`config.mk`:
```
export PLATFORM = sky130hd
export DESIGN_NAME = encoder_sample_scheduler
export DESIGN_NICKNAME = d
export VERILOG_FILES = /design/src/rtl/encoder_sample_scheduler.sv
export SDC_FILE = /design/constraint.sdc
export NUM_CORES = 1
export LEC_CHECK = 0
export BUFFER_PORTS_ARGS = -buffer_cell sky130_fd_sc_hd__buf_4
export CAP_MARGIN = 30
export CORE_UTILIZATION = 46
export CTS_CLUSTER_SIZE = 24
export DETAILED_ROUTE_END_ITERATION = 8
export MAX_ROUTING_LAYER = met4
export PLACE_DENSITY_LB_ADDON = 0.12
export SETUP_SLACK_MARGIN = 0.5
export SLEW_MARGIN = 20
export SYNTH_ARGS = -nofsm -noshare
export SYNTH_HDL_FRONTEND = slang
export SYNTH_SLANG_ARGS = --single-unit
```
`constraint.sdc`:
```
create_clock -name clk -period 4.25 [get_ports clk]
set_clock_uncertainty 0.1 [all_clocks]
set_input_delay 0.85 -clock clk [delete_from_list [all_inputs] [get_ports clk]]
set_output_delay 0.85 -clock clk [all_outputs]
set_load 0.01 [all_outputs]
```
`src/rtl/encoder_sample_scheduler.sv`:
```
// ---------------------------------------------------------------------------
// encoder_sample_scheduler
//
// Purpose: once per sample period, pulses a common latch/clear to a bank of
// quadrature encoder channels, reads each latched count over a shared muxed
// bus and removes the zero-motion rest offset. It then commits all deltas at
// once into a snapshot that a consumer reads and acknowledges.
//
// Ports:
//   clk          system clock
//   reset        synchronous active-high reset
//   en           sampling enable (period counter runs only while high)
//   cfg_we       strobe that loads cfg_period into the pending period
//   cfg_period   requested sample period in clk cycles (clamped to MINP)
//   enc_latch    one-cycle pulse: all channels latch their count and restart
//   enc_sel      channel index driven onto the shared read bus
//   enc_data     latched count of the channel selected on the previous cycle
//   rd_ch        snapshot read index
//   rd_data      signed delta of snapshot[rd_ch], 0 for rd_ch >= NUM_CH
//   frame_valid  a committed snapshot is waiting for frame_ack
//   frame_ack    consumer has taken the snapshot
//   frame_cnt    committed frame count, wraps modulo 2^16
//   overrun      sticky: a commit overwrote an unacknowledged frame
// ---------------------------------------------------------------------------
module encoder_sample_scheduler #(
    parameter int NUM_CH         = 4,
    parameter int CNT_W          = 32,
    parameter int OFFSET         = 4192,
    parameter int SETTLE_CYC     = 4,
    parameter int DEFAULT_PERIOD = 500000
) (
    input  logic                      clk,
    input  logic                      reset,
    input  logic                      en,
    input  logic                      cfg_we,
    input  logic [31:0]               cfg_period,
    output logic                      enc_latch,
    output logic [$clog2(NUM_CH)-1:0] enc_sel,
    input  logic [CNT_W-1:0]          enc_data,
    input  logic [$clog2(NUM_CH)-1:0] rd_ch,
    output logic [CNT_W-1:0]          rd_data,
    output logic                      frame_valid,
    input  logic                      frame_ack,
    output logic [15:0]               frame_cnt,
    output logic                      overrun
);

    localparam int SEL_W  = $clog2(NUM_CH);
    // Shortest period that still lets one whole frame finish before the next tick.
    localparam int MINP   = SETTLE_CYC + NUM_CH + 4;
    localparam int STEP_W = $clog2(SETTLE_CYC + NUM_CH + 2);

    localparam logic [2:0] S_IDLE   = 3'd0;
    localparam logic [2:0] S_LATCH  = 3'd1;
    localparam logic [2:0] S_SETTLE = 3'd2;
    localparam logic [2:0] S_READ   = 3'd3;
    localparam logic [2:0] S_COMMIT = 3'd4;

    localparam logic [STEP_W-1:0] STEP_ONE    = STEP_W'(1);
    localparam logic [STEP_W-1:0] SETTLE_LAST = STEP_W'(SETTLE_CYC - 1);
    localparam logic [STEP_W-1:0] READ_LAST   = STEP_W'(NUM_CH);
    localparam logic [SEL_W-1:0]  SEL_ONE     = SEL_W'(1);
    localparam logic [CNT_W-1:0]  OFFSET_W    = CNT_W'(OFFSET);

    logic [31:0]       period_q, period_d;
    logic [31:0]       pend_q, pend_d;
    logic              pend_vld_q, pend_vld_d;
    logic [31:0]       dt_q, dt_d;
    logic [31:0]       cfg_clamped;
    logic              tick;

    logic [2:0]        state_q, state_d;
    logic [STEP_W-1:0] step_q, step_d;
    logic [SEL_W-1:0]  sel_q, sel_d;

    logic              valid_q, valid_d;
    logic              ovr_q, ovr_d;
    logic [15:0]       fcnt_q, fcnt_d;

    logic [CNT_W-1:0]  snap_vec [NUM_CH];

    assign tick        = en && (dt_q == period_q - 32'd1);
    assign cfg_clamped = (cfg_period < 32'(MINP)) ? 32'(MINP) : cfg_period;

    // Period counter and period reconfiguration. A new period only takes
    // effect at a period boundary so the running period is never shortened.
    always_comb begin
        period_d   = period_q;
        pend_d     = pend_q;
        pend_vld_d = pend_vld_q;
        dt_d       = dt_q + 32'd1;
        if (!en || tick) begin
            dt_d = '0;
        end
        if (pend_vld_q && (tick || !en)) begin
            period_d   = pend_q;
            pend_vld_d = 1'b0;
        end
        // A write in the same cycle as an apply becomes the next pending value.
        if (cfg_we) begin
            pend_d     = cfg_clamped;
            pend_vld_d = 1'b1;
        end
    end

    // Frame sequencer. step_q counts settle cycles and then read slots.
    always_comb begin
        state_d = state_q;
        step_d  = step_q;
        sel_d   = sel_q;
        case (state_q)
            S_IDLE: begin
                if (tick) begin
                    state_d = S_LATCH;
                end
            end
            S_LATCH: begin
                state_d = S_SETTLE;
                step_d  = '0;
            end
            S_SETTLE: begin
                if (step_q == SETTLE_LAST) begin
                    state_d = S_READ;
                    step_d  = '0;
                    sel_d   = '0;
                end else begin
                    step_d = step_q + STEP_ONE;
                end
            end
            S_READ: begin
                if (step_q == READ_LAST) begin
                    state_d = S_COMMIT;
                end else begin
                    step_d = step_q + STEP_ONE;
                    // Select advances up to the last channel, then holds.
                    if (step_q < READ_LAST - STEP_ONE) begin
                        sel_d = sel_q + SEL_ONE;
                    end
                end
            end
            S_COMMIT: begin
                state_d = S_IDLE;
            end
            default: begin
                state_d = S_IDLE;
            end
        endcase
    end

    // Handshake: an ack coinciding with a commit belongs to the old frame,
    // so the new frame stays valid and no overrun is flagged.
    always_comb begin
        valid_d = valid_q;
        ovr_d   = ovr_q;
        fcnt_d  = fcnt_q;
        if (state_q == S_COMMIT) begin
            valid_d = 1'b1;
            fcnt_d  = fcnt_q + 16'd1;
            if (valid_q && !frame_ack) begin
                ovr_d = 1'b1;
            end
        end else if (valid_q && frame_ack) begin
            valid_d = 1'b0;
        end
    end

    always_ff @(posedge clk) begin
        if (reset) begin
            period_q   <= 32'(DEFAULT_PERIOD);
            pend_q     <= '0;
            pend_vld_q <= 1'b0;
            dt_q       <= '0;
            state_q    <= S_IDLE;
            step_q     <= '0;
            sel_q      <= '0;
            valid_q    <= 1'b0;
            ovr_q      <= 1'b0;
            fcnt_q     <= '0;
        end else begin
            period_q   <= period_d;
            pend_q     <= pend_d;
            pend_vld_q <= pend_vld_d;
            dt_q       <= dt_d;
            state_q    <= state_d;
            step_q     <= step_d;
            sel_q      <= sel_d;
            valid_q    <= valid_d;
            ovr_q      <= ovr_d;
            fcnt_q     <= fcnt_d;
        end
    end

    // Per-channel shadow (filled during READ) and snapshot (loaded only in
    // COMMIT, all channels together, so a reader never sees a mixed frame).
    // Read slot gi+1 carries the data of channel gi due to the bus latency.
    generate
        for (genvar gi = 0; gi < NUM_CH; gi++) begin : g_ch
            logic [CNT_W-1:0] shadow_q;
            logic [CNT_W-1:0] snap_q;

            always_ff @(posedge clk) begin
                if (reset) begin
                    shadow_q <= '0;
                    snap_q   <= '0;
                end else begin
                    if (state_q == S_READ && step_q == STEP_W'(gi + 1)) begin
                        shadow_q <= enc_data - OFFSET_W;
                    end
                    if (state_q == S_COMMIT) begin
                        snap_q <= shadow_q;
                    end
                end
            end

            assign snap_vec[gi] = snap_q;
        end
    endgenerate

    always_comb begin
        rd_data = '0;
        if (32'(rd_ch) < NUM_CH) begin
            rd_data = snap_vec[rd_ch];
        end
    end

    assign enc_latch   = (state_q == S_LATCH);
    assign enc_sel     = sel_q;
    assign frame_valid = valid_q;
    assign frame_cnt   = fcnt_q;
    assign overrun     = ovr_q;

endmodule

```
==> impl_metrics.json, run 1 <==
{
  "status": "finished clean",
  "critPathLaunch": "period_q[4]",
  "grt_max_degree": 105,
  "hold_viol_final": 0,
  "wl_per_cell_um": 16.3,
  "area_growth_pct": 16.5,
  "die_y_um": 189,
  "start_util_pct": 46.7,
  "r2r_end": "period_q[3]",
  "async_flop_share_pct": 0,
  "routed_wl_um": 39200,
  "required_ps": 4550,
  "synth_most_common_cell": "dfxtp_1",
  "num-nets-final": 1997,
  "synthFlopType": "dfxtp_1",
  "slew_viol_final": 0,
  "syn_inst": 1862,
  "setup_tns_ps": 0,
  "arrival_ps": 3840,
  "gp_congestion": 0.978,
  "use_met3_pct": 3.61,
  "synth_seq_area_share_pct": 47.3,
  "drtAntennaViolNets": 0,
  "cts_buffers": 42,
  "ff2ff_setup_slack_ps": 700,
  "yosys-top-cells-area": "dfxtp_1 47%, nand2_1 8.6%, nor2_1 6.0%",
  "place_area_sq_um": 17300,
  "p_leak_uw": 0.00663,
  "clkLatencyLatePin_ps": 540,
  "n_antenna_cell": 0,
  "synth-edff-count": 0,
  "use_met2_pct": 36.3,
  "cts_tree": "yes",
  "antenna_found_initial": 0,
  "crit_end": "period_q[3]",
  "max_cap_violations": 0,
  "powerDensity_nw_per_um2": 411,
  "ioPinCount": 124,
  "synth_top_cell_area_share_pct": 47.3,
  "reg2reg_depth": 9,
  "r2r-start": "period_q[4]",
  "pre_cts_slack_ps": 611,
  "setup.worst_path.class": "reg2reg",
  "p_clk_share_pct": 48.2,
  "p_sw_uw": 1670,
  "port_buffers": 123,
  "clkSinkCount": 380,
  "ys_types": 69,
  "synth-seq-cells": 380,
  "yosysWarnings": 0,
  "grt_use_total_pct": 22.9,
  "power.share.switching_pct": 21.7,
  "vias": 12893,
  "synthTopCellsByCount": "380 x dfxtp_1, 367 x nand2_1, 258 x nor2_1",
  "rsz0062_at_grt": "false",
  "syn_avg_cell_area_sq_um": 8.63,
  "internal_power_uw": 6030,
  "die_area_sq_um": 35700,
  "setup_violations": 0,
  "ir_worst_vdd_uv": 321,
  "cts.clk_slew.worst_paths_ps": 60,
  "syn_nets": 1941,
  "max_freq_ghz": 0.282,
  "hold_path_class": "reg2reg",
  "ctsHoldBuffers": 0,
  "clock_path_buffers": 3,
  "fin_crit_sh_pct": 83.5,
  "grt_pass1_vias": 12435,
  "seq_power_share_pct": 47.0,
  "fillers": 3179,
  "rows": 68,
  "grt-ovfl-total": 0,
  "met1_usage_pct": 30.3,
  "coreArea_sq_um": 34500,
  "critPathLaunchType": "flip-flop",
  "root_buffer": "clkbuf_16",
  "crit_fanout": 39,
  "grt_pass1_wl_um": 64700,
  "p_comb_share_pct": 4.8,
  "syn_area_sq_um": 16100,
  "critPathCaptureType": "flip-flop",
  "first_iter_violations": 739,
  "relSlewSlack_pct": 39.7,
  "period_minus_slack_ps": 3550,
  "hold_slack_ps": 343,
  "htree_levels": 2,
  "yosys.area.top_type": "dfxtp_1",
  "power_uw": 7700,
  "die_width_um": 189,
  "final_layout_size_suffix_gt1_share_pct": 13.7,
  "via_per_inst": 5.36,
  "dp_hpwl_um": 25600,
  "design_area_sq_um": 18700,
  "setup_ws_ps": 703,
  "drt_first_pass_iters": 5,
  "worstMarginPinSlew_ps": 904,
  "top_usage_layer": "met2",
  "drc": 0
}
==> final cells by class <==
| cell class | instances | area [sq um] | area share, % |
|---|---|---|---|
| tap | 455 | 569 | 3.04 |
| multi-input combinational | 1336 | 7940 | 42.4 |
| clock inverter | 12 | 174 | 0.929 |
| timing repair buffer | 143 | 1120 | 5.99 |
| inverter | 15 | 56.3 | 0.301 |
| sequential | 380 | 7610 | 40.6 |
| clock buffer | 64 | 1260 | 6.75 |
==> per-layer routing <==
| layer | up-vias | routed length, um | share of wire (%) |
|---|---|---|---|
| met2 | 247 | 18000 | 46 |
| met5 | - | 0 | 0 |
| met1 | 6063 | 18600 | 48 |
| met3 | 59 | 1780 | 4.5 |
| li1 | 6524 | - | - |
| met4 | 0 | 725 | 1.9 |
==> repair_timing <==
item | 4_1_cts | 5_1_grt
setup buffers | 0 | 0
setup endpoints to repair | 0 | 36
resized for setup | 0 | 4
==> kinds of logic (layout without fill, tap and decap cells) <==
group | after synthesis | in the layout | synth area share, %
AO/OA/AOI/OAI | 339 | 339 | 13.2
flip-flops | 380 | 380 | 47.3
adder cells (fa/ha/maj) | 8 | 8 | 0.623
buffers and inverters | 146 | 234 | 3.60
AND/OR/NAND/NOR | 791 | 791 | 21.3
multiplexers | 88 | 88 | 7.97
XOR/XNOR | 110 | 110 | 5.99
==> worst max-delay path, cell delays in order, from the launching register on <==
cell and delay, ps:
dfxtp_1 390, or4_1 720, or4_4 580, o31a_1 290, a41oi_1 290, nor4b_2 130
a41oi_4 220, buf_6 380, mux2i_1 230, nor2_1 50
==> power groups by stage <==
stage | clock [uW] | sequential [uW] | combinational [uW]
after floorplan | 0 | 3680 | 238
after global placement | 0 | 3700 | 367
after detailed placement | 0 | 3700 | 368
after CTS | 3800 | 3620 | 370
after global routing | 3950 | 3620 | 403
final | 3710 | 3620 | 370
==> through the flow <==
step / util, % / std cells
after floorplan: - / 1862
after global placement: 50.1 / 2329
after detailed placement: 50.1 / 2329
after CTS: 54.3 / 2405
after global routing: 54.4 / 2405
final: 54.4 / 2405
==> sequential cells by signal, indices dropped and copies added, names as in the netlist <==
register	flops
g_ch.shadow_q	128
g_ch.snap_q	128
dt_q	32
pend_q	32
period_q	32
frame_cnt	16
step_q	4
state_q	3
enc_sel	2
frame_valid	1
overrun	1
pend_vld_q	1
==> cell usage in the layout (no fill, tap or decap), types with 15 or more instances in the layout <==
cell type  synthesis  routed
clkbuf_16          0      42
inv_1             15      15
nor4_1            23      21
nor2_1           258     258
a21oi_1          184     184
nand4_1           15      15
nand2_1          367     366
buf_4              2     138
xor2_1            51      51
a211oi_1          97      97
xnor2_1           59      59
dfxtp_1          380     380
mux2i_1           56      56
mux4_2            32      32
nor3_1            24      23
nand3_1           24      24
==> how the worst min path moves through the flow <==
stage                               startpoint                  to  slack [ps]  depth (start not counted)
after detailed placement  g_ch[3].shadow_q[22]  g_ch[3].snap_q[22]         340                          2
after floorplan            g_ch[0].shadow_q[0]   g_ch[0].snap_q[0]         330                          2
after global placement    g_ch[3].shadow_q[27]  g_ch[3].snap_q[27]         340                          2
after CTS                  g_ch[1].shadow_q[8]   g_ch[1].snap_q[8]         350                          2
final                     g_ch[3].shadow_q[25]  g_ch[3].snap_q[25]         340                          2
after global routing      g_ch[3].shadow_q[25]  g_ch[3].snap_q[25]         360                          2
No activity file was read; power rests on OpenSTA's default activity.
==> inputs of run 2 (changes only) <==
==> constraint.sdc (replaced) <==
create_clock -name clk -period 3.2 [get_ports clk]
set_clock_uncertainty 0.1 [all_clocks]
set_input_delay 0.64 -clock clk [delete_from_list [all_inputs] [get_ports clk]]
set_output_delay 0.64 -clock clk [all_outputs]
set_load 0.01 [all_outputs]
==> run 2 against run 1 <==
Power rose by 29%. Via count grew 0.94%. Hold slack worse by 110 ps. Count of clock-buffer cells in the layout rose by 2. First-iteration DRC count increased by 7.0%. Sequential share of layout area down 1.4 points. Combinational power up 61%. Cell area is 3.6% higher. Largest cell class unchanged. Die area unchanged. Flip-flop and latch count did not move. Critical path depth grew 2.
==> impl_metrics.json, run 2 (synthesis results as in run 1) <==
{
  "internal_power_uw": 7690,
  "drtAntennaViolNets": 0,
  "wl_per_cell_um": 16.5,
  "grt-ovfl-total": 0,
  "dp_hpwl_um": 25500,
  "root_buffer": "clkbuf_16",
  "p_clk_share_pct": 45.6,
  "num-nets-final": 2046,
  "via_per_inst": 5.30,
  "slew_viol_final": 0,
  "critPathCaptureType": "flip-flop",
  "start_util_pct": 46.7,
  "p_comb_share_pct": 6.0,
  "die_width_um": 189,
  "antenna_found_initial": 0,
  "die_area_sq_um": 35700,
  "ioPinCount": 124,
  "hold_viol_final": 0,
  "instances_no_fill": 2454,
  "status": "finished clean",
  "place_area_sq_um": 17700,
  "post-route-util_pct": 56.3,
  "met1_usage_pct": 29.3,
  "final_layout_size_suffix_gt1_share_pct": 17.3,
  "placed_cells": 2364,
  "period_minus_slack_ps": 3170,
  "htree_levels": 2,
  "cts_tree": "yes",
  "final_common_cell": "dfxtp_1",
  "max_freq_ghz": 0.315,
  "relSlewSlack_pct": 52.6,
  "final_cell_mix": "377 x dfxtp_1, 366 x nand2_1, 256 x nor2_1",
  "design_area_sq_um": 19400,
  "vias": 13014,
  "setup_violations": 0,
  "cts_buffers": 41,
  "hold_path_class": "in2reg",
  "rows": 68,
  "arrival_ps": 3470,
  "p_sw_uw": 2240,
  "powerDensity_nw_per_um2": 512,
  "critPathLaunchType": "flip-flop",
  "cts.clk_slew.worst_paths_ps": 60,
  "use_met3_pct": 3.39,
  "grt_use_total_pct": 23.0,
  "setup.worst_path.class": "reg2reg",
  "top_usage_layer": "met2",
  "grt_pass1_wl_um": 64500,
  "grt_max_degree": 154,
  "power.share.switching_pct": 22.6,
  "crit_fanout": 10,
  "coreArea_sq_um": 34500,
  "clkSinkCount": 380,
  "use_met2_pct": 38.4,
  "gp_congestion": 0.909,
  "ctsHoldBuffers": 0,
  "p_leak_uw": 0.00694,
  "drc": 0,
  "rsz0062_at_grt": "true",
  "clkLatencyLatePin_ps": 540,
  "max_cap_violations": 0,
  "die_y_um": 189,
  "clock_path_buffers": 3,
  "required_ps": 3500,
  "ir_worst_vdd_uv": 492,
  "n_antenna_cell": 0,
  "routed_wl_um": 40600,
  "area_growth_pct": 20.7,
  "first_iter_violations": 791,
  "worstMarginPinSlew_ps": 711,
  "seq_power_share_pct": 48.4,
  "port_buffers": 123,
  "fin_crit_sh_pct": 99.2,
  "drt_first_pass_iters": 5,
  "grt_pass1_vias": 12313,
  "biggestRegsByFlops": "g_ch.shadow_q: 128 flops, g_ch.snap_q: 128 flops"
}
[run 2: cell count changes in the layout (fill, tap and decap cells not counted), sizes merged]
cell,delta
clkinvlp,-1
buf,+47
clkinv,-1
inv,+3
bufinv,-4
clkbuf,+5
[run 2: cell type report]
class,instances,area (sq um)
inverter,15,56.3
timing repair buffer,193,1730
fill,3165,15100
clock inverter,9,56.3
clock buffer,66,1240
multi-input combinational,1336,8130
sequential,380,7610
tap,455,569
[run 2: path summary, 6_finish.rpt]
check | from | end | slack, ps | cells past startpoint
worst min-delay path | cfg_period[1] | pend_q[1] | 240 | 3
worst max-delay path | period_q[2] | period_q[7] | 30 | 11
worst max register to register | period_q[2] | period_q[7] | 30 | 11
worst min register to register | g_ch[3].shadow_q[3] | g_ch[3].snap_q[3] | 350 | 2
[run 2: metal layers]
| metal | vias to the layer above | wire, um |
|---|---|---|
| li1 | 6607 | - |
| met1 | 6151 | 18500 |
| met2 | 204 | 19800 |
| met3 | 52 | 1530 |
| met4 | 0 | 699 |
| met5 | - | 0 |
[run 2: critical path: stages (launching register included)]
cell and delay [ps]:
dfxtp_2 330, or4_4 570, or4_4 550, o31a_1 270, a41oi_2 210, nor4b_2 80, buf_4 150, a41oi_4 220
buf_12 160, buf_12 150, mux2i_1 200, nor2_1 50
[run 2: power by group through the flow]
stage | registers [uW] | clock network [uW] | logic (uW)
after floorplan | 4890 | 0 | 324
after detailed placement | 4900 | 0 | 537
after global placement | 4900 | 0 | 534
final | 4800 | 4530 | 594
after CTS | 4800 | 4640 | 576
after global routing | 4800 | 4820 | 639
[run 2: stage by stage]
stage	hold slack, ps	worst slack, ps	power [uW]	setup TNS (ps)
after floorplan	332	147	5220	0
after global placement	335	-179	5440	-4450
after detailed placement	342	-182	5440	-4440
after CTS	218	20.5	10000	0
after global routing	229	-43.9	10300	-618
final	237	25.2	9920	0
[run 2: repair_timing]
item	CTS	global route
resized for setup	21	20
setup buffers	7	1
pin swaps	8	2
cloned	4	3
endpoints found under the setup margin	68	77
==> inputs of run 3 (changes only) <==
--- a/config.mk
+++ b/config.mk
@@ -7,7 +7,9 @@
 export LEC_CHECK = 0
 export BUFFER_PORTS_ARGS = -buffer_cell sky130_fd_sc_hd__buf_4
 export CAP_MARGIN = 30
-export CORE_UTILIZATION = 46
+export CELL_PAD_IN_SITES_DETAIL_PLACEMENT = 0
+export CELL_PAD_IN_SITES_GLOBAL_PLACEMENT = 1
+export CORE_UTILIZATION = 41
 export CTS_CLUSTER_SIZE = 24
 export DETAILED_ROUTE_END_ITERATION = 8
 export MAX_ROUTING_LAYER = met4
==> run 3 against run 2 <==
Die area increased by 12%. Critical path depth increased by 1. Core utilization decreased by 5.9 points. Flip-flop and latch count unchanged. Routed wire length increased by 4.7%. Register-to-register slack improved by 20 ps. Non-clock buffer count increased by 3. Power increased by 1.8%. Largest cell class unchanged.
==> impl_metrics.json, run 3 (synthesis results as in run 1) <==
{
  "cp_cell_sequence": "or4_4 -> buf_6 -> or4_4 -> a22oi_2 -> o211ai_1 -> nor4_1 -> buf_4 -> nand4_1 -> o211ai_4 -> buf_12 -> clkbuf_16 -> nor2_1",
  "hold_viol_final": 0,
  "critPathLaunchType": "flip-flop",
  "via_per_inst": 5.17,
  "cts_tree": "yes",
  "first_iter_violations": 738,
  "start_util_pct": 41.6,
  "htree_levels": 2,
  "period_minus_slack_ps": 3160,
  "num-nets-final": 2051,
  "area_growth_pct": 21.1,
  "power_uw": 10100,
  "drc": 0,
  "final_common_cell": "dfxtp_1",
  "antenna_found_initial": 0,
  "die_width_um": 200,
  "design_area_sq_um": 19500,
  "drt_first_pass_iters": 5,
  "powerDensity_nw_per_um2": 519,
  "routed_wl_um": 42500,
  "drtAntennaViolNets": 0,
  "crit_fanout": 6,
  "clkLatencyLatePin_ps": 560,
  "r2r-start": "period_q[4]",
  "setup_tns_ps": 0,
  "cts_buffers": 43,
  "cp_slowest_cell": "or4_4",
  "placed_cells": 2432,
  "clkSinkCount": 380,
  "die_y_um": 200,
  "grt_max_degree": 132,
  "grt_pass1_wl_um": 66900,
  "final_layout_size_suffix_gt1_share_pct": 17.0,
  "max_freq_ghz": 0.317,
  "root_buffer": "clkbuf_16",
  "status": "finished clean",
  "die_area_sq_um": 40000,
  "hp-start": "cfg_period[0]",
  "rows": 72,
  "place_area_sq_um": 17800,
  "max_cap_violations": 0,
  "path_common_cell": "or4_4",
  "hold_path_class": "in2reg",
  "ctsHoldBuffers": 0,
  "rsz0062_at_grt": "true",
  "biggestRegsByFlops": "g_ch.shadow_q: 128 flops, g_ch.snap_q: 128 flops",
  "fillers": 3769,
  "critPathLaunch": "period_q[4]",
  "dp_hpwl_um": 27000,
  "critPathCaptureType": "flip-flop",
  "fin_crit_sh_pct": 98.7,
  "gp_congestion": 0.933,
  "cts.clk_slew.worst_paths_ps": 60,
  "setup_violations": 0,
  "p_leak_uw": 0.00695,
  "setup.worst_path.class": "reg2reg",
  "n_antenna_cell": 0,
  "final_cell_mix": "380 x dfxtp_1, 366 x nand2_1, 256 x nor2_1",
  "ioPinCount": 124,
  "arrival_ps": 3510,
  "clock_path_buffers": 3,
  "grt_pass1_vias": 12292,
  "ir_worst_vdd_uv": 421,
  "slowest_delay_ps": 600,
  "vias": 13029,
  "coreArea_sq_um": 38600,
  "wl_per_cell_um": 16.9,
  "slew_viol_final": 0,
  "grt-ovfl-total": 0,
  "worstMarginPinSlew_ps": 673,
  "port_buffers": 123,
  "instances_no_fill": 2519,
  "required_ps": 3550,
  "grt_use_total_pct": 21.9,
  "relSlewSlack_pct": 54.8
}
[run 3: cell count changes in the layout (fill, tap and decap cells not counted), moves of 2 or more]
cell	delta
buf_12	+3
clkbuf_16	+2
buf_8	+2
inv_6	-3
dfxtp_1	+3
buf_16	-3
clkbuf_8	-4
dfxtp_2	-3
clkinv_8	+2
[run 3: layer usage]
| layer | GRT usage [%] | vias to the layer above | wire length [um] |
|---|---|---|---|
| met4 | 7.27 | 0 | 1060 |
| li1 | - | 6608 | - |
| met1 | 28.6 | 6162 | 19700 |
| met5 | - | - | 0 |
| met2 | 34.6 | 186 | 20100 |
| met3 | 3.46 | 73 | 1590 |
[run 3: through the flow]
step	util [%]	hold slack, ps	setup WS (ps)
floorplan	-	332	147
global placement	46.1	336	-147
detailed placement	46.1	343	-214
CTS	49.8	180	39.0
global route	50.4	205	-120
finish	50.4	210	41.8
[run 3: area by class of cell]
cell class	count	area, sq um	area share (%)
Inverter	15	56.3	0.289
Timing Repair Buffer	196	1750	8.98
Multi-Input combinational cell	1336	8070	41.5
Tap cell	518	648	3.33
Clock inverter	10	104	0.533
Sequential cell	380	7610	39.1
Clock buffer	64	1230	6.34
[run 3: worst max-delay path: cells and delay by family, from the launching register on]
| kind | cells | cell delay [ps] |
|---|---|---|
| AND/OR/NAND/NOR | 5 | 1530 |
| buffers and inverters | 4 | 600 |
| AO/OA/AOI/OAI | 3 | 500 |
| flip-flops | 1 | 310 |
[run 3: timing repair]
| action | in CTS | in global routing |
|---|---|---|
| buffers inserted | 4 | 4 |
| cloned | 1 | 4 |
| resized for setup | 11 | 19 |
| endpoints found under the setup margin | 66 | 90 |
| pin swaps | 5 | 0 |
[run 3: power by group]
part           internal (uW)  leakage [uW]  switching [uW]  total (uW)
sequential              4770       0.00307            33.1        4800
combinational            255       0.00322             339         593
clock                   2750      0.000660            1950        4700
[run 3: path summary, 6_finish.rpt]
| path | cells past startpoint | to | slack, ps |
|---|---|---|---|
| worst max-delay path | 12 | dt_q[7] | 40 |
| worst min-delay path | 3 | pend_q[0] | 210 |
| worst max register to register | 12 | dt_q[7] | 40 |
| worst min register to register | 2 | g_ch[3].snap_q[23] | 340 |
